**config.mk**
```make
export PLATFORM = sky130hd
export DESIGN_NAME = lfsr_predict
export DESIGN_NICKNAME = d
export VERILOG_FILES = /design/src/rtl/lfsr_checker_pkg.sv /design/src/rtl/lfsr_checker_predict.sv
export SDC_FILE = /design/constraint.sdc
export NUM_CORES = 1
export LEC_CHECK = 0
export ABC_CLOCK_PERIOD_IN_PS = 1200
export BUFFER_PORTS_ARGS = -buffer_cell sky130_fd_sc_hd__buf_2
export CAP_MARGIN = 5
export CORE_AREA = 2 2 39 41
export DETAILED_ROUTE_END_ITERATION = 12
export DIE_AREA = 0 0 41 43
export MAX_ROUTING_LAYER = met4
export SLEW_MARGIN = 15
export SYNTH_ARGS = -nofsm -noshare
export SYNTH_HDL_FRONTEND = slang
export SYNTH_SLANG_ARGS = --single-unit
export TNS_END_PERCENT = 5
```
**constraint.sdc**
```tcl
create_clock -name clk -period 1.2 [get_ports clk]
set_clock_uncertainty 0.1 [all_clocks]
set_input_delay 0 -clock clk [delete_from_list [all_inputs] [get_ports clk]]
set_output_delay 0 -clock clk [all_outputs]
set_load 0.1 [all_outputs]
```
**src/rtl/lfsr_checker_pkg.sv**
```systemverilog
// lfsr_checker_pkg: shared state enum, LFSR next-value function and error-count ceiling.
package lfsr_checker_pkg;
  typedef enum logic {SEARCH, LOCKED} state_e;
  localparam logic [7:0] ERR_MAX = 8'd255;
  function automatic logic [2:0] nxt(input logic [2:0] x);
    return {x[1], x[0], x[2] ^ x[1]};
  endfunction
endpackage

```
**src/rtl/lfsr_checker_predict.sv**
```systemverilog
// lfsr_predict: 3-bit predictor register, loads nxt(d_i) or advances itself.
module lfsr_predict
  import lfsr_checker_pkg::*;
(
  input  logic       clk,
  input  logic       rst_n,
  input  logic       load_i,
  input  logic       adv_i,
  input  logic [2:0] d_i,
  output logic [2:0] q_o
);
  logic [2:0] q_q, q_d;
  always_comb q_d = load_i ? nxt(d_i) : adv_i ? nxt(q_q) : q_q;
  always_ff @(posedge clk) begin
    if (!rst_n) q_q <= 3'd0;
    else q_q <= q_d;
  end
  assign q_o = q_q;
endmodule

```
==> results.md <==
- Slowest-stage cell, CP: sky130_fd_sc_hd__buf_2
- Unrepaired setup endpoints after global routing: false
- CP Max Fanout: 4
- Area of all placed cells without fillers: 291.5 um^2
- Largest register FFs: 3
- Combined area of the multi-input logic cells: about 81 um^2
- Clk sinks: 3
- Proportion of layout cells with a drive suffix above 1: 51.52%
- Hold Fails Final Rpt: 0
- Critical setup path kind: flip-flop to primary output
- Dpl hpwl: 292.8 um
- Routed via count: 174
- Cell count after synthesis: 16
- Quantity of I/O buffers inserted on ports: 9
- Fin crit share: between 90% and 100%
- Clock input transition at the sequential cells of the worst setup and hold paths: 0.04 ns
- Worst skew pair latency: 0.23 ns
- Layout Cells excl Fill: 49
- Pin count of the biggest net entering global routing: 5
- Cell depth of the worst hold path: 3
- Full die area: roughly 1800 um^2
- Number of rows created at floorplan: 14
- Utilization of the core after routing: 21.07%
- Die boundary width: 41 um
- Area after detailed placement: 225.2 um^2
- Global-route usage over all layers: under 10%
- FF/Latch Area: 71.32 um^2
- Final-layout fill cell count: 164
- Worst Max-Slew Pin Slew: 0.4848 ns
- Maximum operating frequency: 908.8 MHz
- Count of state elements after synthesis: 3
- Netlist area before placement: 148.9 um^2
- Antenna diode count: 0
- CTS tree: done
- Wire length per cell: 7.531 um
- Status: completed
- Final-report setup violation count: 0
- Starting density of the core: a little over a tenth
- Power Dens Cells: 1405 nW/um^2
- R2R depth: 2
- Initial antenna violation count: 0
- Period minus WS final: approximately 1.1 ns
- Pre-Repair DR Iteration Count: 1
- Average size of a mapped cell: between 9 and 10 um^2
- Number of max-cap violations: 0
- Required time reported for the critical path endpoint: 1.10 ns
- Vertical die dimension: 43 um
- Final count of pins violating max slew: 0
- Residual antenna-violating net count after detailed routing: 0
- Vias in the first global route: around 180
- Max Buffers Root-to-Sink: 2
- First-pass GRT wire length: 641 um
- Count of unique library cells instantiated by Yosys: 11
- Count of buffer and inverter cells on the critical path: 1
- Post-Synthesis Net Count: 23
- Slowest stage delay, CP: 0.42 ns
- Critical-path cell list: buf_2
- Worst VDD drop: 0.0002606 V
- # IOs: 10
- Post-CTS repair timing setup buffer count: 0
- Post-DR vias/cell: 3.551
- Leak: 0.0001381 uW
- Worst hold path type: primary input to flip-flop
- Clock root buffer master: sky130_fd_sc_hd__clkbuf_4
- First DRT Iteration DRCs: 0
- Area of the core region: around 1400 um^2
- Startpoint kind of the worst setup timing path: flip-flop
- Area growth from synthesis to layout: 95.80%
- Power, Total: approximately 410 uW
- Cell family with most CP delay: buffers and inverters
- Data arrival, critical path: 1.00 ns
- Crit end category: primary output
- Proportion of synthesized chip area in sequential cells: 40.34%
- Reg2Reg Setup Slack: 0.22 ns
- H-Tree Depth: 1
- DRC violations left: 0
- # nets final: 41
- Total clock buffers created by CTS: 3
- Setup tns final: 0 ns
- Worst rel slew slack: roughly two thirds
- GRT Residual Overflow: 0
- Dpl cells: 41
- Routability cong.: 0.5374
- Number of synthesis warnings: 0
- DRT Wirelength: 369 um
- Number of gates on the worst path with buffers counted: 1
metrics by stage:
| stage | hold slack, ns | setup slack, ns |
|---|---|---|
| 2_1_floorplan | 0.02109 | 0.07220 |
| 3_5_place_dp | 0.1539 | 0.2251 |
| 6_report | 0.02101 | 0.09962 |
| 5_1_grt | 0.04244 | 0.06488 |
| 4_1_cts | 0.01243 | 0.08683 |
| 3_3_place_gp | 0.1497 | 0.2378 |
cell usage after synthesis:
library cell              count  area [um^2]
sky130_fd_sc_hd__dfxtp_1      3        60.06
sky130_fd_sc_hd__a21oi_1      2        10.01
sky130_fd_sc_hd__mux2i_1      2        20.02
sky130_fd_sc_hd__o21ai_0      2        10.01
sky130_fd_sc_hd__a21oi_2      1        8.760
sky130_fd_sc_hd__inv_1        1        3.750
sky130_fd_sc_hd__inv_2        1        3.750
sky130_fd_sc_hd__nor3_1       1        5.000
sky130_fd_sc_hd__o311a_1      1        10.01
sky130_fd_sc_hd__xnor2_1      1        8.760
sky130_fd_sc_hd__xor2_1       1        8.760
logic make-up (layout without fill, tap and decap cells):
group / after synthesis / after routing / synth area share (%)
compound gates: 6 / 6 / 26.05
buf+inv: 2 / 19 / 5.037
mux: 2 / 2 / 13.45
simple gates: 1 / 1 / 3.358
flops: 3 / 3 / 40.34
xor+xnor: 2 / 2 / 11.77
timing repair:
action,in CTS,in global routing
gates resized for setup,0,0
setup endpoints to repair,0,0
hold endpoints to repair,3,0
hold buffers,4,0
routing by layer:
layer | share of wire [%] | up-vias | GRT usage, %
li1 | - | 92 | -
met1 | 41 | 77 | 5.788
met2 | 53 | 5 | 7.187
met3 | 6.0 | 0 | 3.141
met4 | 0 | 0 | 10.00
met5 | 0 | - | -
cell usage in the layout, fill, tap and decap left out:
cell type and count:
sky130_fd_sc_hd__a21oi_2 1, sky130_fd_sc_hd__buf_2 9, sky130_fd_sc_hd__mux2i_1 2, sky130_fd_sc_hd__dfxtp_4 3, sky130_fd_sc_hd__clkbuf_4 3, sky130_fd_sc_hd__nor3_1 1, sky130_fd_sc_hd__o21ai_0 2, sky130_fd_sc_hd__inv_2 1
sky130_fd_sc_hd__a21oi_1 2, sky130_fd_sc_hd__clkbuf_1 1, sky130_fd_sc_hd__o311a_1 1, sky130_fd_sc_hd__inv_1 1, sky130_fd_sc_hd__dlygate4sd3_1 4, sky130_fd_sc_hd__xor2_1 1, sky130_fd_sc_hd__xnor2_1 1
cell type report:
cell class	instances	share of cell area, %
Sequential cell	3	24.46
Timing Repair Buffer	13	29.18
Clock buffer	4	9.013
Tap cell	16	6.867
Multi-Input combinational cell	11	27.90
Inverter	2	2.575
worst paths after layout:
check	startpoint	to
max	q_o[1]	q_o[1]
min	adv_i	q_o[0]
max reg2reg	q_o[2]	q_o[0]
min reg2reg	q_o[0]	q_o[1]
report_power, final:
part / leakage (uW) / total [uW] / switching (uW) / internal (uW)
Sequential: 0.0000267 / 115 / 6.67 / 108
Combinational: 0.0000963 / 119 / 83.1 / 36.1
Clock: 0.0000150 / 176 / 51.4 / 125
Total: 0.000138 / 410 / 141 / 269
No activity file was read; power rests on OpenSTA's default activity.
